===== config.mk =====
export PLATFORM = sky130hd
export DESIGN_NAME = dff_delay_line_flat
export DESIGN_NICKNAME = d
export VERILOG_FILES = /design/src/rtl/dff_delay_line_if.sv /design/src/rtl/dff_delay_line.sv /design/src/flat_wrapper.sv
export SDC_FILE = /design/constraint.sdc
export NUM_CORES = 1
export LEC_CHECK = 0
export CAP_MARGIN = 20
export CORE_UTILIZATION = 51
export DETAILED_ROUTE_END_ITERATION = 8
export GPL_TIMING_DRIVEN = 0
export PLACE_DENSITY_LB_ADDON = 0.12
export SYNTH_ARGS = -nofsm -noshare
export SYNTH_HDL_FRONTEND = slang
export SYNTH_SLANG_ARGS = --single-unit

===== constraint.sdc =====
create_clock -name clk -period 2.33 [get_ports clk]
set_input_delay 0.3495 -clock clk [delete_from_list [all_inputs] [get_ports clk]]
set_output_delay 0.3495 -clock clk [all_outputs]
set_load 0.1 [all_outputs]

===== src/rtl/dff_delay_line_if.sv =====
// Bus bundle for dff_delay_line: pipeline controls, data/valid input, tap select and all outputs.
// Define DFF_DELAY_LINE_PARITY_EN to add err_inject / parity_err.
interface dff_delay_line_if #(
    parameter int WIDTH = 8,
    parameter int DEPTH = 4,
    parameter int TAP_W = (DEPTH > 1) ? $clog2(DEPTH) : 1,
    parameter int CNT_W = $clog2(DEPTH + 1)
);
    logic             en;
    logic             flush;
    logic [WIDTH-1:0] d_in;
    logic             vld_in;
    logic [TAP_W-1:0] tap_sel;
    logic [WIDTH-1:0] q;
    logic             vld_out;
    logic [WIDTH-1:0] tap_q;
    logic             tap_vld;
    logic [CNT_W-1:0] occupancy;
`ifdef DFF_DELAY_LINE_PARITY_EN
    logic             err_inject;
    logic             parity_err;

    modport master (
        output en, flush, d_in, vld_in, tap_sel, err_inject,
        input  q, vld_out, tap_q, tap_vld, occupancy, parity_err
    );
    modport slave (
        input  en, flush, d_in, vld_in, tap_sel, err_inject,
        output q, vld_out, tap_q, tap_vld, occupancy, parity_err
    );
`else
    modport master (
        output en, flush, d_in, vld_in, tap_sel,
        input  q, vld_out, tap_q, tap_vld, occupancy
    );
    modport slave (
        input  en, flush, d_in, vld_in, tap_sel,
        output q, vld_out, tap_q, tap_vld, occupancy
    );
`endif
endinterface


===== src/rtl/dff_delay_line.sv =====
// WIDTH x DEPTH register delay line with valid tracking, stall, flush, runtime tap and occupancy.
// Optional per-stage parity with sticky error flag when DFF_DELAY_LINE_PARITY_EN is defined.
module dff_delay_line #(
    parameter int               WIDTH     = 8,
    parameter int               DEPTH     = 4,
    parameter logic [WIDTH-1:0] RESET_VAL = '0,
    parameter int               TAP_W     = (DEPTH > 1) ? $clog2(DEPTH) : 1,
    parameter int               CNT_W     = $clog2(DEPTH + 1)
) (
    input  logic                clk,
    input  logic                reset,
    dff_delay_line_if.slave     bus
);
    logic [DEPTH-1:0][WIDTH-1:0] stage_reg;
    logic [DEPTH-1:0][WIDTH-1:0] stage_next;
    logic [DEPTH-1:0]            vld_reg;
    logic [DEPTH-1:0]            vld_next;
    logic [CNT_W-1:0]            occupancy_reg;
    logic [CNT_W-1:0]            occupancy_next;
    logic [WIDTH-1:0]            tap_data;
    logic                        tap_valid;

    // Source of each stage when the line advances: d_in for stage 0, the previous stage otherwise.
    genvar gi;
    generate
        for (gi = 0; gi < DEPTH; gi++) begin : g_stage
            if (gi == 0) begin : g_head
                assign stage_next[gi] = bus.d_in;
                assign vld_next[gi]   = bus.vld_in;
            end else begin : g_body
                assign stage_next[gi] = stage_reg[gi-1];
                assign vld_next[gi]   = vld_reg[gi-1];
            end
        end
    endgenerate

    always_ff @(posedge clk or negedge reset) begin
        if (!reset) begin
            stage_reg <= {DEPTH{RESET_VAL}};
            vld_reg   <= '0;
        end else if (bus.flush) begin
            stage_reg <= {DEPTH{RESET_VAL}};
            vld_reg   <= '0;
        end else if (bus.en) begin
            stage_reg <= stage_next;
            vld_reg   <= vld_next;
        end
    end

    // Tracked incrementally so it equals popcount(vld_reg) without an adder tree.
    always_comb begin
        occupancy_next = occupancy_reg;
        if (bus.en) begin
            occupancy_next = occupancy_reg + CNT_W'(bus.vld_in) - CNT_W'(vld_reg[DEPTH-1]);
        end
    end

    always_ff @(posedge clk or negedge reset) begin
        if (!reset) begin
            occupancy_reg <= '0;
        end else if (bus.flush) begin
            occupancy_reg <= '0;
        end else begin
            occupancy_reg <= occupancy_next;
        end
    end

    generate
        if (DEPTH == 1) begin : g_tap_single
            assign tap_data  = stage_reg[0];
            assign tap_valid = vld_reg[0];
        end else begin : g_tap_mux
            // Out-of-range selects fall through to the reset value with no valid.
            always_comb begin
                tap_data  = RESET_VAL;
                tap_valid = 1'b0;
                for (int i = 0; i < DEPTH; i++) begin
                    if (bus.tap_sel == TAP_W'(i)) begin
                        tap_data  = stage_reg[i];
                        tap_valid = vld_reg[i];
                    end
                end
            end
        end
    endgenerate

    assign bus.q         = stage_reg[DEPTH-1];
    assign bus.vld_out   = vld_reg[DEPTH-1];
    assign bus.tap_q     = tap_data;
    assign bus.tap_vld   = tap_valid;
    assign bus.occupancy = occupancy_reg;

`ifdef DFF_DELAY_LINE_PARITY_EN
    localparam logic RESET_PAR = ^RESET_VAL;

    logic [DEPTH-1:0] par_reg;
    logic [DEPTH-1:0] par_next;
    logic             parity_err_reg;
    logic             parity_err_next;

    generate
        for (gi = 0; gi < DEPTH; gi++) begin : g_par
            if (gi == 0) begin : g_head
                assign par_next[gi] = (^bus.d_in) ^ bus.err_inject;
            end else begin : g_body
                assign par_next[gi] = par_reg[gi-1];
            end
        end
    endgenerate

    always_ff @(posedge clk or negedge reset) begin
        if (!reset) begin
            par_reg <= {DEPTH{RESET_PAR}};
        end else if (bus.flush) begin
            par_reg <= {DEPTH{RESET_PAR}};
        end else if (bus.en) begin
            par_reg <= par_next;
        end
    end

    // Sticky: once a valid output word disagrees with its parity, hold until flush/reset.
    always_comb begin
        parity_err_next = parity_err_reg;
        if (vld_reg[DEPTH-1] && ((^stage_reg[DEPTH-1]) != par_reg[DEPTH-1])) begin
            parity_err_next = 1'b1;
        end
    end

    always_ff @(posedge clk or negedge reset) begin
        if (!reset) begin
            parity_err_reg <= 1'b0;
        end else if (bus.flush) begin
            parity_err_reg <= 1'b0;
        end else begin
            parity_err_reg <= parity_err_next;
        end
    end

    assign bus.parity_err = parity_err_reg;
`endif
endmodule


===== src/flat_wrapper.sv =====
// flat-port wrapper written by rule: the top's interface ports become plain ports
module dff_delay_line_flat 
#(
    parameter int               WIDTH     = 8,
    parameter int               DEPTH     = 4,
    parameter logic [WIDTH-1:0] RESET_VAL = '0,
    parameter int               TAP_W     = (DEPTH > 1) ? $clog2(DEPTH) : 1,
    parameter int               CNT_W     = $clog2(DEPTH + 1)
)
  (clk, reset, bus_en, bus_flush, bus_d_in, bus_vld_in, bus_tap_sel, bus_q, bus_vld_out, bus_tap_q, bus_tap_vld, bus_occupancy);
  dff_delay_line_if #(.WIDTH(WIDTH), .DEPTH(DEPTH), .TAP_W(TAP_W), .CNT_W(CNT_W)) bus_i ();
  input  logic clk;
  input  logic reset;
  input wire logic [$bits(bus_i.en)-1:0] bus_en;
  input wire logic [$bits(bus_i.flush)-1:0] bus_flush;
  input wire logic [$bits(bus_i.d_in)-1:0] bus_d_in;
  input wire logic [$bits(bus_i.vld_in)-1:0] bus_vld_in;
  input wire logic [$bits(bus_i.tap_sel)-1:0] bus_tap_sel;
  output wire logic [$bits(bus_i.q)-1:0] bus_q;
  output wire logic [$bits(bus_i.vld_out)-1:0] bus_vld_out;
  output wire logic [$bits(bus_i.tap_q)-1:0] bus_tap_q;
  output wire logic [$bits(bus_i.tap_vld)-1:0] bus_tap_vld;
  output wire logic [$bits(bus_i.occupancy)-1:0] bus_occupancy;
  assign bus_i.en = bus_en;
  assign bus_i.flush = bus_flush;
  assign bus_i.d_in = bus_d_in;
  assign bus_i.vld_in = bus_vld_in;
  assign bus_i.tap_sel = bus_tap_sel;
  assign bus_q = bus_i.q;
  assign bus_vld_out = bus_i.vld_out;
  assign bus_tap_q = bus_i.tap_q;
  assign bus_tap_vld = bus_i.tap_vld;
  assign bus_occupancy = bus_i.occupancy;
  dff_delay_line #(.WIDTH(WIDTH), .DEPTH(DEPTH), .RESET_VAL(RESET_VAL), .TAP_W(TAP_W), .CNT_W(CNT_W)) u_core (.clk(clk), .reset(reset), .bus(bus_i));
endmodule

==> impl_metrics.yaml, run 1 <==
outcome:
  outcome: "completed"
timing:
  fin_crit_ns: 2.25
  timing_worst_slew_pin_value_ns: 0.975
  finalSetupViolations: 0
  grt_setup_unrepaired: "false"
  relSlewSlack_pct: 34.8
  timing_hold_violations_final: 0
  holdWs_ns: 0.0945
  skew_ns: 0.00199
  setup_ws_ns: 0.0837
  fmax_mhz: 445
  finalMaxSlewViolations: 0
  min_period_over_period_pct: 96.4
pwr:
  ir_worst_vdd_mv: 0.441
  cellLeakagePower_uw: 0.00118
  p_per_area_nw_per_um2: 567
final_layout:
  largest_reg_flops: 24
  antenna_cells_inserted: 0
  nets: 204
  post-route-util_pct: 67.0
  layout-area-overhead-vs-synth_pct: 22.3
  drive_above_1_share_pct: 15.5
logic_synthesis:
  synth_nets: 165
  seq_area_frac_synth_pct: 52.2
  syn_area_um2: 1870
  syn_area_per_cell_um2: 12.7
  ys_warn_count: 0
  synth_edf_count: 0
  syn_inst: 147
  synthArstFlopShare_pct: 100
  ys_seq_elements: 39
  ys_types: 15
  synth_flop_cell: "dfrtp_1"
clock_network:
  cts_hold_buf: 0
  cts_buffers: 5
  cts_setup_buffers: 0
  clock_path_buffers: 2
  clock_sinks: 39
  cts_tree: "yes"
  clkTransAtPathRegs_ns: 0.11
  htreeDepth: 2
  clk_latency_ns: 0.34
  clock-root-buffer: "clkbuf_4"
routing:
  drcViolationCount: 0
  firstDrtPassIters: 4
  final_antenna_net_count: 0
  post_drt_wl_per_cell_um: 16.8
  routed_wl_um: 3910
  vias: 1228
  drtIter0Drc: 81
  avgViaCountPerCell: 5.27
floorplanning:
  initial_core_util_pct: 54.8
  dieArea_um2: 3910
  rows: 21
  die_h_um: 62.6
  die_w_um: 62.6
  num_io_pins: 36
  core_um2: 3420
global_routing:
  antenna_found_initial: 0
  grt.overflow.total: 0
  grt_pass1_wl_um: 6910
  grt_use_total_pct: 23.7
  grt_pass1_vias: 1359
  grt_max_degree: 40
setup_path:
  slowest_stage: "clkdlybuf4s50_1"
  cp_data_arrival_time_ns: 1.90
  end_kind: "output port"
  crit_type: "reg -> out"
  cp.required_ns: 1.98
  crit_buf_inv: 1
  path_delay_family: "buffers and inverters"
  cpPeakStageDelay_ns: 1.14
  cp_cell_sequence: "clkdlybuf4s50_1"
  worst-path-max-fanout: 4
  critPathLaunchType: "flop"
place:
  place.gp.congestion: 0.733
  pre_cts_slack_ns: -0.0333
  dp_hpwl_um: 2620
  io_buffers: 32
job:
  maxCapViolations: 0
worst_hold_path:
  hp-class: "in -> async"
[stage by stage]
step	TNS (ns)	total power (uW)	instances	area (um^2)
detailed placement	-0.129	981	225	2250
global route	0	1360	233	2290
global placement	-0.184	975	225	2250
CTS	0	1310	233	2280
floorplan	0	902	147	1870
finish	0	1300	233	2290
[cells in the final DEF, fill, tap and decap left out]
| cell | synthesis | routed |
|---|---|---|
| buf_6 | 2 | 2 |
| fa_1 | 1 | 1 |
| clkinv_2 | 0 | 1 |
| a31o_2 | 1 | 1 |
| mux2i_1 | 38 | 38 |
| clkbuf_1 | 1 | 3 |
| dfrtp_2 | 0 | 2 |
| xor2_1 | 1 | 1 |
| nand2b_1 | 1 | 1 |
| dfrtp_1 | 39 | 37 |
| mux4_2 | 9 | 9 |
| inv_1 | 4 | 4 |
| dlymetal6s2s_1 | 0 | 1 |
| nor2_1 | 39 | 39 |
| dlygate4sd2_1 | 0 | 9 |
| a21oi_1 | 1 | 1 |
| clkbuf_4 | 0 | 5 |
| ha_1 | 2 | 2 |
| clkdlybuf4s50_1 | 0 | 21 |
| buf_4 | 4 | 4 |
| buf_2 | 4 | 5 |
[metal layers]
layer / up-vias / share of wire [%] / global-route usage [%]
met2: 46 / 49 / 38.2
met1: 599 / 45 / 31.6
met3: 4 / 5.6 / 6.93
li1: 579 / - / -
met4: 0 / 0.97 / 6.10
met5: - / 0 / 0
[power by group]
group	switching [uW]	total (uW)	internal, uW
registers	17.6	715	698
logic	161	246	85.3
clock network	218	336	118
total	396	1300	901
[final cells by class]
| cell class | instances | area, um^2 |
|---|---|---|
| inverter | 4 | 15.0 |
| clock buffer | 7 | 45.0 |
| clock inverter | 1 | 5.00 |
| buffer | 11 | 76.3 |
| sequential | 39 | 978 |
| fill | 278 | 1130 |
| timing repair buffer | 32 | 307 |
| tap | 46 | 57.6 |
| multi-input combinational | 93 | 803 |
[cells in the mapped netlist (2+ instances only)]
cell type  instances  area share [%]
buf_2              4             1.1
buf_4              4             1.6
buf_6              2             1.2
dfrtp_1           39              52
ha_1               2             1.3
inv_1              4            0.80
mux2i_1           38              20
mux4_2             9              11
nor2_1            39             7.8
[logic make-up after synthesis]
logic type / after synthesis / share of synthesized area (%)
buffers and inverters: 15 / 4.88
adder cells (fa/ha/maj): 3 / 2.41
XOR/XNOR: 1 / 0.468
multiplexers: 47 / 31.2
AO/OA/AOI/OAI: 2 / 0.736
AND/OR/NAND/NOR: 40 / 8.16
flip-flops: 39 / 52.2
[path summary, 6_finish.rpt]
kind | startpoint | end | slack [ns] | cells past startpoint
worst max-delay path | u_core.vld_reg[3] | bus_vld_out | 0.08 | 1
worst min-delay path | reset | u_core.vld_reg[0] | 0.09 | 1
worst max register to register | u_core.vld_reg[3] | u_core.bus.occupancy[2] | 0.37 | 8
worst min register to register | u_core.bus.q[3] | u_core.bus.q[3] | 0.56 | 2
max in group asynchronous | reset | u_core.vld_reg[3] | 1.67 | 1
min in group clk | bus_en | u_core.bus.occupancy[2] | 0.55 | 3
[what timing repair did]
action	CTS	global route
endpoints found under the hold margin	0	0
setup endpoints to repair	9	1
gates resized for setup	9	1
(Power assumes the default switching activity.)
==> inputs of run 2 (changes only) <==
--- a/config.mk
+++ b/config.mk
@@ -9,7 +9,7 @@
 export CORE_UTILIZATION = 51
 export DETAILED_ROUTE_END_ITERATION = 8
 export GPL_TIMING_DRIVEN = 0
-export PLACE_DENSITY_LB_ADDON = 0.12
+export PLACE_DENSITY = 0.79
 export SYNTH_ARGS = -nofsm -noshare
 export SYNTH_HDL_FRONTEND = slang
 export SYNTH_SLANG_ARGS = --single-unit
==> impl_metrics.yaml, run 2 (same netlist as run 1, synthesis figures left out) <==
clock_network:
  clock-root-buffer: "clkbuf_4"
  htreeDepth: 2
  clock_path_buffers: 2
  cts_tree: "yes"
  clk_latency_ns: 0.35
  clock_sinks: 39
  cts_buffers: 5
  cts_hold_buf: 0
  clkTransAtPathRegs_ns: 0.10
timing:
  skew_ns: 0.00231
  finalMaxSlewViolations: 0
  timing_worst_slew_pin_value_ns: 0.974
  totalNegativeSetupSlack_ns: 0
  timing_hold_violations_final: 0
  fin_crit_ns: 2.24
  fmax_mhz: 447
  relSlewSlack_pct: 34.9
  finalSetupViolations: 0
  min_period_over_period_pct: 96.0
  grt_setup_unrepaired: "false"
routing:
  drcViolationCount: 0
  drtIter0Drc: 53
  avgViaCountPerCell: 5.44
  vias: 1263
  firstDrtPassIters: 4
  routed_wl_um: 3870
  final_antenna_net_count: 0
  post_drt_wl_per_cell_um: 16.7
pwr:
  cellLeakagePower_uw: 0.00119
  ir_worst_vdd_mv: 0.384
  p_per_area_nw_per_um2: 573
global_routing:
  grt_use_total_pct: 22.9
  grt.overflow.total: 0
  grt_max_degree: 40
  grt_pass1_wl_um: 6780
  antenna_found_initial: 0
  grt_pass1_vias: 1335
place:
  io_buffers: 32
  dp_hpwl_um: 2570
  place.gp.congestion: 0.751
  place_inst: 225
setup_path:
  cp.required_ns: 1.98
  worst-path-max-fanout: 4
  path_delay_family: "buffers and inverters"
  cp_data_arrival_time_ns: 1.89
  slowest_stage: "clkdlybuf4s50_1"
  crit_type: "reg -> out"
  crit_buf_inv: 1
  end_kind: "output port"
  cp_cell_sequence: "clkdlybuf4s50_1"
  critPathLaunchType: "flop"
  cpPeakStageDelay_ns: 1.14
floorplanning:
  rows: 21
  initial_core_util_pct: 54.8
  die_h_um: 62.6
  die_w_um: 62.6
  num_io_pins: 36
  dieArea_um2: 3910
  core_um2: 3420
final_layout:
  nets: 204
  post_layout_nonfiller_instances: 232
  layout_commonest_cell: "nor2_1"
  largest_reg_flops: 24
  drive_above_1_share_pct: 16.1
  antenna_cells_inserted: 0
  layout-area-overhead-vs-synth_pct: 22.6
  final_cell_mix: "nor2_1 (39), mux2i_1 (38), dfrtp_1 (37)"
  post-route-util_pct: 67.1
outcome:
  outcome: "completed"
worst_hold_path:
  hp-class: "in -> async"
job:
  maxCapViolations: 0
[run 2: cell count changes in the layout (fill, tap and decap cells not counted), sizes merged]
cell,change
clkbuf,-1
[run 2: power breakdown]
group          switching [uW]  internal [uW]
clock network             213            140
registers                17.5            698
logic                     161           85.2
[run 2: layer usage]
| layer | GRT usage, % | part of all wire, % | routed length, um | vias to the layer above |
|---|---|---|---|---|
| met5 | 0 | 0 | 0 | - |
| met4 | 6.10 | 0.88 | 34 | 0 |
| met3 | 7.12 | 5.2 | 203 | 4 |
| met2 | 37.4 | 49 | 1910 | 33 |
| met1 | 29.6 | 45 | 1720 | 650 |
| li1 | - | - | - | 576 |
[run 2: worst reg2reg max path, stage by stage, from the launching register on]
cell and delay (ns):
dfrtp_2 0.45, ha_1 0.27, inv_1 0.05, ha_1 0.12, inv_1 0.05, fa_1 0.38, xor2_1 0.19, a21oi_1 0.09
a31o_2 0.21
[run 2: cell type report]
class	count	area, um^2
Fill cell	275	1120
Sequential cell	39	978
Multi-Input combinational cell	93	803
Timing Repair Buffer	32	307
Buffer	11	76.3
Tap cell	46	57.6
Clock buffer	6	51.3
Inverter	4	15.0
Clock inverter	1	5.00
[run 2: final timing paths]
path                                    from  cells after the start                       to  slack [ns]
max                        u_core.vld_reg[3]                      1              bus_vld_out        0.09
min                                    reset                      1        u_core.vld_reg[3]        0.11
max reg2reg                u_core.vld_reg[3]                      8  u_core.bus.occupancy[2]        0.41
min reg2reg                u_core.vld_reg[2]                      2        u_core.vld_reg[2]        0.56
max in group asynchronous              reset                      1  u_core.bus.occupancy[0]        1.63
min in group clk                      bus_en                      3  u_core.bus.occupancy[2]        0.55
[run 2: timing repair]
action / CTS / global route
buffers inserted: 0 / 0
gates resized for setup: 9 / 1
cloned: 0 / 0
endpoints found under the setup margin: 9 / 1
[run 2: per-stage QoR]
step | hold WS (ns) | setup slack, ns | cell area, um^2 | power, uW
after floorplan | 0.0539 | 0.137 | 1870 | 902
after global placement | 0.520 | -0.101 | 2250 | 976
after detailed placement | 0.514 | -0.0223 | 2250 | 981
after CTS | 0.127 | 0.0151 | 2290 | 1320
after global routing | 0.166 | 0.0325 | 2290 | 1370
final | 0.109 | 0.0936 | 2290 | 1310
==> inputs of run 3 (changes only) <==
--- a/config.mk
+++ b/config.mk
@@ -6,10 +6,12 @@
 export NUM_CORES = 1
 export LEC_CHECK = 0
 export CAP_MARGIN = 20
-export CORE_UTILIZATION = 51
+export CORE_UTILIZATION = 53
+export CTS_BUF_LIST = sky130_fd_sc_hd__clkbuf_8
 export DETAILED_ROUTE_END_ITERATION = 8
 export GPL_TIMING_DRIVEN = 0
-export PLACE_DENSITY = 0.79
+export PLACE_DENSITY = 0.81
+export SETUP_SLACK_MARGIN = 0.1
 export SYNTH_ARGS = -nofsm -noshare
 export SYNTH_HDL_FRONTEND = slang
 export SYNTH_SLANG_ARGS = --single-unit
==> impl_metrics.yaml, run 3 (same netlist as run 1, synthesis figures left out) <==
place:
  io_buffers: 32
  pre_cts_slack_ns: -0.0536
  place_inst: 225
  place.gp.congestion: 0.748
  dp_hpwl_um: 2680
setup_path:
  ff2ff_path_depth: 9
  slowest_stage: "clkdlybuf4s50_1"
  worstSetupPathDepth: 1
  cp_cell_sequence: "clkdlybuf4s50_1"
  crit_buf_inv: 1
  worst-path-max-fanout: 3
  crit_type: "reg -> out"
  r2r_setup_slack_ns: 0.40
  r2r-start: "u_core.bus.occupancy[0]"
  path_delay_family: "buffers and inverters"
  endpoint: "bus_q[5]"
  critPathLaunchType: "flop"
  end_kind: "output port"
  cpPeakStageDelay_ns: 1.16
  cp.required_ns: 1.98
  cp_data_arrival_time_ns: 1.82
  timing.rr.end: "u_core.bus.occupancy[2]"
  setup.worst_path.start: "u_core.bus.q[5]"
global_routing:
  grt_use_total_pct: 24.8
  antenna_found_initial: 0
  grt.busiest_layer: "met2"
  grt_pass1_wl_um: 6360
  grtUsageMet1_pct: 32.3
  grt.overflow.total: 0
  grt_use_met3_pct: 5.88
  grt_pass1_vias: 1324
  use_met2_pct: 41.1
  grt_max_degree: 40
pwr:
  p_per_area_nw_per_um2: 617
  ir_worst_vdd_mv: 0.494
  total_power_uw: 1440
  cellLeakagePower_uw: 0.00121
job:
  maxCapViolations: 0
clock_network:
  clock_path_buffers: 2
  cts_tree: "yes"
  clock_sinks: 39
  cts_buffers: 5
  cts_setup_buffers: 0
  cts_hold_buf: 0
  clock-root-buffer: "clkbuf_8"
  clk_latency_ns: 0.28
  htreeDepth: 2
  clkTransAtPathRegs_ns: 0.07
routing:
  post_drt_wl_per_cell_um: 16.9
  firstDrtPassIters: 4
  final_antenna_net_count: 0
  avgViaCountPerCell: 5.40
  drcViolationCount: 0
  routed_wl_um: 3940
  vias: 1258
  drtIter0Drc: 35
outcome:
  outcome: "completed"
timing:
  fmax_mhz: 461
  totalNegativeSetupSlack_ns: 0
  timing_worst_slew_pin_value_ns: 0.995
  relSlewSlack_pct: 33.5
  min_period_over_period_pct: 93.1
  skew_ns: 0.00370
  finalSetupViolations: 0
  grt_setup_unrepaired: "false"
  fin_crit_ns: 2.17
  finalMaxSlewViolations: 0
  timing_hold_violations_final: 0
  setup_ws_ns: 0.161
floorplanning:
  core_um2: 3360
  die_h_um: 61.4
  dieArea_um2: 3770
  die_w_um: 61.4
  rows: 21
  num_io_pins: 36
  initial_core_util_pct: 55.6
final_layout:
  layout-area-overhead-vs-synth_pct: 24.9
  largest_reg_flops: 24
  layout_commonest_cell: "nor2_1"
  post_layout_nonfiller_instances: 233
  nets: 204
  drive_above_1_share_pct: 16.0
  final_cell_mix: "nor2_1 (39), mux2i_1 (38), dfrtp_1 (37)"
  antenna_cells_inserted: 0
worst_hold_path:
  hp-class: "in -> async"
-- run 3: changes by cell type in the layout (fill, tap and decap cells not counted), sizes merged --
cell,delta
inv,+1
clkbuf,+1
clkinv,-1
-- run 3: worst min-delay path by stage --
stage | start | endpoint | slack (ns) | depth (start not counted)
floorplan | reset | u_core.bus.occupancy[0] | 0.05 | 0
global placement | u_core.vld_reg[0] | u_core.vld_reg[0] | 0.52 | 2
detailed placement | reset | u_core.stage_next[10] | 0.50 | 1
CTS | reset | u_core.stage_next[16] | 0.20 | 1
global route | reset | u_core.vld_reg[2] | 0.24 | 1
finish | reset | u_core.bus.q[3] | 0.17 | 1
-- run 3: final cells by class --
class	instances	area [um^2]
timing repair buffer	32	307
fill	265	1030
clock inverter	1	3.75
inverter	4	15.0
tap	46	57.6
buffer	11	76.3
clock buffer	7	96.3
sequential	39	978
multi-input combinational	93	803
-- run 3: stage by stage --
step / util (%) / area (um^2) / hold WS (ns)
after floorplan: - / 1870 / 0.0539
after global placement: 66.9 / 2250 / 0.520
after detailed placement: 66.8 / 2250 / 0.500
after CTS: 69.4 / 2330 / 0.197
after global routing: 69.5 / 2340 / 0.243
final: 69.5 / 2340 / 0.173
-- run 3: repair_timing --
action / CTS / global route
endpoints found under the setup margin: 9 / 1
resized for setup: 9 / 1
pin swaps: 0 / 0
-- run 3: report_power, final --
part	internal, uW	switching (uW)	total (uW)	leakage (uW)
sequential	698	17.3	715	0.000532
combinational	85.4	162	248	0.000624
clock	266	215	480	0.0000557
-- run 3: worst register-to-register path, stage by stage (launching register included) --
cell     delay, ns
dfrtp_2       0.38
inv_1         0.05
ha_1          0.29
inv_1         0.06
ha_1          0.13
inv_1         0.05
fa_1          0.37
xor2_1        0.19
a21oi_1       0.09
a31o_2        0.21
-- run 3: layer usage --
metal	vias to the layer above	part of all wire, %	routed length, um
li1	578	-	-
met2	36	52	2050
met3	2	5.1	201
met5	-	0	0
met1	642	42	1670
met4	0	0.61	24
